<file path="src/rtl/spi_cmd_decoder.sv">
// SPI command byte parser: opcode + little-endian 16-bit operands into machining
// parameters, start/stop pulses and 4-byte feedback readback. Option: PARAM_RANGE_CHECK_EN.
module spi_cmd_decoder #(
  parameter int TIMEOUT_CYCLES = 50000,
  parameter int TON_MIN        = 1,
  parameter int TON_MAX        = 1000
) (
  input  logic        clk_in,
  input  logic        sys_rst,
  input  logic [7:0]  rx_data,
  input  logic        rx_valid,
  input  logic [31:0] feedback_word,
  output logic [7:0]  tx_data,
  output logic        tx_load,
  output logic [15:0] ton_us,
  output logic [15:0] toff_us,
  output logic [15:0] waveform,
  output logic [15:0] ip_set,
  output logic        param_update,
  output logic        machine_start,
  output logic        machine_stop,
  output logic        cmd_error
);
  typedef enum logic [1:0] {IDLE, OP_LO, OP_HI, FB_TX} state_t;
  localparam int TW = $clog2(TIMEOUT_CYCLES + 1);

  state_t        r_state, w_state_nxt;
  logic [7:0]    r_op, w_op_nxt, r_lo, w_lo_nxt;
  logic [31:0]   r_shadow, w_shadow_nxt;
  logic [2:0]    r_bcnt, w_bcnt_nxt;
  logic [TW-1:0] r_tmo;
  logic [15:0]   r_ton, r_toff, r_wave, r_ip;
  logic [15:0]   w_ton_nxt, w_toff_nxt, w_wave_nxt, w_ip_nxt;
  logic [7:0]    r_tx, w_tx_nxt;
  logic          r_load, r_pu, r_start, r_stop, r_err;
  logic          w_load_nxt, w_pu_nxt, w_start_nxt, w_stop_nxt, w_err_nxt;
  logic          w_timeout, w_time_ok, w_ip_ok, w_wave_ok;
  logic [15:0]   w_operand;

  assign w_operand = {rx_data, r_lo};
  assign w_timeout = (r_state != IDLE) && (r_tmo == TW'(TIMEOUT_CYCLES - 1));
  assign w_wave_ok = (w_operand == 16'h8000) || (w_operand == 16'h2001) ||
                     (w_operand == 16'h2002) || (w_operand == 16'h6001) ||
                     (w_operand == 16'h4001);
`ifdef PARAM_RANGE_CHECK_EN
  assign w_time_ok = (w_operand >= 16'(TON_MIN)) && (w_operand <= 16'(TON_MAX));
  assign w_ip_ok   = (w_operand <= 16'd200);
`else
  assign w_time_ok = 1'b1;
  assign w_ip_ok   = 1'b1;
`endif

  always_ff @(posedge clk_in) begin
    if (sys_rst) begin
      r_state  <= IDLE;
      r_op     <= '0;
      r_lo     <= '0;
      r_shadow <= '0;
      r_bcnt   <= '0;
      r_tmo    <= '0;
      r_ton    <= 16'd100;
      r_toff   <= 16'd50;
      r_wave   <= 16'h8000;
      r_ip     <= '0;
      r_tx     <= '0;
      r_load   <= 1'b0;
      r_pu     <= 1'b0;
      r_start  <= 1'b0;
      r_stop   <= 1'b0;
      r_err    <= 1'b0;
    end else begin
      r_state  <= w_state_nxt;
      r_op     <= w_op_nxt;
      r_lo     <= w_lo_nxt;
      r_shadow <= w_shadow_nxt;
      r_bcnt   <= w_bcnt_nxt;
      // Inter-byte watchdog only runs while a command is in flight
      if (r_state == IDLE || rx_valid || w_timeout) r_tmo <= '0;
      else                                          r_tmo <= r_tmo + 1'b1;
      r_ton    <= w_ton_nxt;
      r_toff   <= w_toff_nxt;
      r_wave   <= w_wave_nxt;
      r_ip     <= w_ip_nxt;
      r_tx     <= w_tx_nxt;
      r_load   <= w_load_nxt;
      r_pu     <= w_pu_nxt;
      r_start  <= w_start_nxt;
      r_stop   <= w_stop_nxt;
      r_err    <= w_err_nxt;
    end
  end

  always_comb begin
    w_state_nxt  = r_state;
    w_op_nxt     = r_op;
    w_lo_nxt     = r_lo;
    w_shadow_nxt = r_shadow;
    w_bcnt_nxt   = r_bcnt;
    w_ton_nxt    = r_ton;
    w_toff_nxt   = r_toff;
    w_wave_nxt   = r_wave;
    w_ip_nxt     = r_ip;
    w_tx_nxt     = r_tx;
    w_err_nxt    = r_err;
    w_load_nxt   = 1'b0;
    w_pu_nxt     = 1'b0;
    w_start_nxt  = 1'b0;
    w_stop_nxt   = 1'b0;
    // Timeout takes priority; a byte arriving on that cycle is dropped
    if (w_timeout) begin
      w_state_nxt = IDLE;
      w_err_nxt   = 1'b1;
      w_tx_nxt    = 8'h00;
    end else if (rx_valid) begin
      case (r_state)
        IDLE: begin
          case (rx_data)
            8'h91, 8'h9E, 8'h9C, 8'h93: begin
              w_op_nxt    = rx_data;
              w_state_nxt = OP_LO;
            end
            8'h06: w_start_nxt = 1'b1;
            8'h07: w_stop_nxt  = 1'b1;
            8'h0F: w_err_nxt   = 1'b0;
            8'hAB: begin
              w_shadow_nxt = feedback_word;
              w_tx_nxt     = feedback_word[7:0];
              w_load_nxt   = 1'b1;
              w_bcnt_nxt   = 3'd1;
              w_state_nxt  = FB_TX;
            end
            default: w_err_nxt = 1'b1;
          endcase
        end
        OP_LO: begin
          w_lo_nxt    = rx_data;
          w_state_nxt = OP_HI;
        end
        OP_HI: begin
          w_state_nxt = IDLE;
          case (r_op)
            8'h91: if (w_time_ok) begin w_ton_nxt  = w_operand; w_pu_nxt = 1'b1; end
                   else w_err_nxt = 1'b1;
            8'h9E: if (w_time_ok) begin w_toff_nxt = w_operand; w_pu_nxt = 1'b1; end
                   else w_err_nxt = 1'b1;
            8'h9C: if (w_wave_ok) begin w_wave_nxt = w_operand; w_pu_nxt = 1'b1; end
                   else w_err_nxt = 1'b1;
            8'h93: if (w_ip_ok)   begin w_ip_nxt   = w_operand; w_pu_nxt = 1'b1; end
                   else w_err_nxt = 1'b1;
            default: w_err_nxt = 1'b1;
          endcase
        end
        FB_TX: begin
          if (r_bcnt == 3'd4) begin
            w_state_nxt = IDLE;
            w_tx_nxt    = 8'h00;
          end else begin
            w_tx_nxt   = r_shadow[8*r_bcnt[1:0] +: 8];
            w_load_nxt = 1'b1;
            w_bcnt_nxt = r_bcnt + 3'd1;
          end
        end
        default: w_state_nxt = IDLE;
      endcase
    end
  end

  assign tx_data       = r_tx;
  assign tx_load       = r_load;
  assign ton_us        = r_ton;
  assign toff_us       = r_toff;
  assign waveform      = r_wave;
  assign ip_set        = r_ip;
  assign param_update  = r_pu;
  assign machine_start = r_start;
  assign machine_stop  = r_stop;
  assign cmd_error     = r_err;
endmodule

</file>
<file path="config.mk">
export PLATFORM = sky130hd
export DESIGN_NAME = spi_cmd_decoder
export DESIGN_NICKNAME = d
export VERILOG_FILES = /design/src/rtl/spi_cmd_decoder.sv
export SDC_FILE = /design/constraint.sdc
export NUM_CORES = 1
export LEC_CHECK = 0
export ABC_CLOCK_PERIOD_IN_PS = 2700
export CAP_MARGIN = 20
export CORE_MARGIN = 2
export CORE_UTILIZATION = 30
export CTS_CLUSTER_SIZE = 10
export DETAILED_ROUTE_END_ITERATION = 16
export GPL_ROUTABILITY_DRIVEN = 0
export PLACE_DENSITY_LB_ADDON = 0.15
export SLEW_MARGIN = 30
export SYNTH_ARGS = -nofsm -noshare
export SYNTH_HDL_FRONTEND = slang
export SYNTH_SLANG_ARGS = --single-unit
</file>
<file path="constraint.sdc">
create_clock -name clk_in -period 2.7 [get_ports clk_in]
set_input_delay 0.27 -clock clk_in [delete_from_list [all_inputs] [get_ports clk_in]]
set_output_delay 0.27 -clock clk_in [all_outputs]
set_load 0.01 [all_outputs]
</file>
==> out/results.ini <==
[timing]
max_freq_ghz=0.396
fin_worst_skew_ns=0.0105
worstMarginPinSlew_ns=0.779
rsz0062_at_grt=no
tns_ns=0
final_max_slew_viol_count=0
hold_viol_final=0
fin_crit_sh=0.935
hold_ws_ns=0.375
setup_viol=0
fin_crit_ns=2.53
slew_headroom=0.479

[critical_path]
cp-start-kind=flop
cp.required_ns=3.02
slowest_stage=nor4_2
worstSetupEndpointType=flop
crit_chain=or4_4 -> nor4_2 -> a21oi_1 -> buf_4 -> and3_1 -> a211o_1
cp_num_buf_inv=1
worstPathArrival_ns=2.85
crit_fanout=5
crit_type=reg2reg
crit_family=simple AND/OR/NAND/NOR gates
cpPeakStageDelay_ns=0.62

[clock_network]
clock_sinks=146
worstSkewPairLatency_ns=0.43
clkTransAtPathRegs_ns=0.07
htreeDepth=4
cts_root_buf=clkbuf_16
numCtsBuffers=17
post_cts.repair.setup_buffers=0
clk_path_buf_depth=2
cts_tree=built

[logic_synthesis]
ys_seq_area_frac=0.488
synth_most_common_cell=dfxtp_1
synth-seq-cells=146
yosysUniqueCellTypes=52
synth_area_per_cell_um2=9.16
async_flop_share=0
synth_ff_type=dfxtp_1
yosysWarnings=0
ys_top_cells_by_area=dfxtp_1 49%, mux2i_1 7.5%, nor2_1 5.3%
synth_edf_count=0
synthesis.nets=704
synth_top_cell_by_area=dfxtp_1
synthTopCellsByCount=146 x dfxtp_1, 85 x nor2_1, 81 x nand2_1, 63 x a21oi_1, 45 x mux2i_1
synth_top_area_frac=0.488
syn_inst=654
syn_area_um2=5990

[die]
dieArea_um2=21100
num_rows=51
die_x_um=145
initial_core_util=0.307
ios=120
die_h_um=145
coreArea_um2=19500

[global_route]
gr-usage-met2=0.241
overflow=0
grtUsageMet1=0.227
grt_pass1_wl_um=27300
antenna_found_initial=0
grt_pass1_vias=5064
busiest_layer=met2
grt_max_degree=64
met3_usage=0.0421
grt.total_usage=0.162

[routing]
viasPerCell=4.83
drc=0
firstDrtPassIters=5
drtIter0Drc=337
dr_total_vias=5085
ant_nets=0
wl_um=16700
wl_per_cell_um=15.9

[finish]
fill_cells=1970
drive_gt1_frac=0.102
multiInputGateArea_um2=2840
syn_to_final_growth_pct=35.3
fin_nets=824
regArea_um2=2920
n_antenna_cell=0

[hold_path]
min_path_type=in2reg

[run_status]
status=complete, no violations

[power_and_ir_drop]
power.leakage_nw=3.03
ir_drop_uv=410
powerDensity_nw_per_um2=593

[place]
dp_hpwl_um=12000
io_buffers=119

[run]
max_cap_viol_count=0

[routing by layer]
layer | wire [um] | vias up
met5 | 0 | -
met4 | 254 | 0
met3 | 1040 | 20
met2 | 7300 | 133
met1 | 8120 | 2425
li1 | - | 2507
[layout by cell type, fill, tap and decap left out, types with 10 or more instances in the layout]
| cell type | instances |
|---|---|
| dfxtp_1 | 146 |
| clkdlybuf4s50_1 | 118 |
| nor2_1 | 84 |
| nand2_1 | 81 |
| a21oi_1 | 62 |
| mux2i_1 | 45 |
| nand3_1 | 33 |
| buf_4 | 23 |
| o21ai_0 | 22 |
| clkbuf_16 | 17 |
| and2_1 | 14 |
| inv_1 | 12 |
| a211oi_1 | 11 |
| nor2b_1 | 10 |
[per-stage QoR]
| stage | cells | cell area (um2) | total power [W] | utilization | worst slack [ns] |
|---|---|---|---|---|---|
| final | 1052 | 8110 | 0.00481 | 0.415 | 0.174 |
| after global routing | 1052 | 8110 | 0.00500 | 0.415 | 0.000352 |
| after CTS | 1052 | 8090 | 0.00487 | 0.415 | 0.148 |
| after detailed placement | 1020 | 7520 | 0.00254 | 0.385 | 0.00404 |
| after floorplan | 654 | 5990 | 0.00240 | - | 0.353 |
| after global placement | 1020 | 7520 | 0.00254 | 0.385 | 0.113 |
[worst register-to-register path, cell delays in order, from the launching register on]
cell	delay (ns)
dfxtp_1	0.34
or4_4	0.56
nor4_2	0.62
a21oi_1	0.29
buf_4	0.21
and3_1	0.15
a211o_1	0.25
[registers in the layout (all words and copies together) (netlist names), 2 cells and up]
| name | cells |
|---|---|
| waveform | 16 |
| ton_us | 16 |
| r_op | 8 |
| toff_us | 16 |
| ip_set | 16 |
| r_tmo | 16 |
| tx_data | 8 |
| r_lo | 8 |
| r_bcnt | 3 |
| r_state | 2 |
| r_shadow | 32 |
[final cells by class]
class                   count  share of cell area
inverters                  12             0.00556
well taps                 265              0.0409
clock inverters            15              0.0185
clock buffers              17              0.0525
flip-flops and latches    146               0.361
repair buffers            143               0.172
multi-input cells         454               0.350
[final timing paths]
| path | start | endpoint | slack (ns) | cells past startpoint |
|---|---|---|---|---|
| hold / removal | sys_rst | ip_set[8] | 0.37 | 2 |
| setup reg to reg | r_tmo[5] | waveform[15] | 0.17 | 6 |
| setup / recovery | r_tmo[5] | waveform[15] | 0.17 | 6 |
| hold reg to reg | r_shadow[27] | r_shadow[27] | 0.45 | 2 |
[report_power, final]
group | switching (W) | leakage, nW | internal, W
clock network | 0.00102 | 0.269 | 0.00130
logic | 0.000174 | 1.58 | 0.000134
registers | 0.0000173 | 1.18 | 0.00217
total | 0.00121 | 3.03 | 0.00360
[cells by family after synthesis]
| logic type | after synthesis | share of synthesized area |
|---|---|---|
| buffers and inverters | 54 | 0.0418 |
| flip-flops | 146 | 0.488 |
| XOR/XNOR | 14 | 0.0205 |
| AO/OA/AOI/OAI | 117 | 0.123 |
| multiplexers | 53 | 0.105 |
| adder cells (fa/ha/maj) | 7 | 0.0146 |
| AND/OR/NAND/NOR | 263 | 0.207 |
[timing repair]
| action | 4_1_cts | 5_1_grt |
|---|---|---|
| hold endpoints to repair | 0 | 0 |
| resized for setup | 0 | 1 |
| hold buffers | 0 | 0 |
| endpoints found under the setup margin | 0 | 11 |
Note: power is estimated with default switching activity, not from simulation.
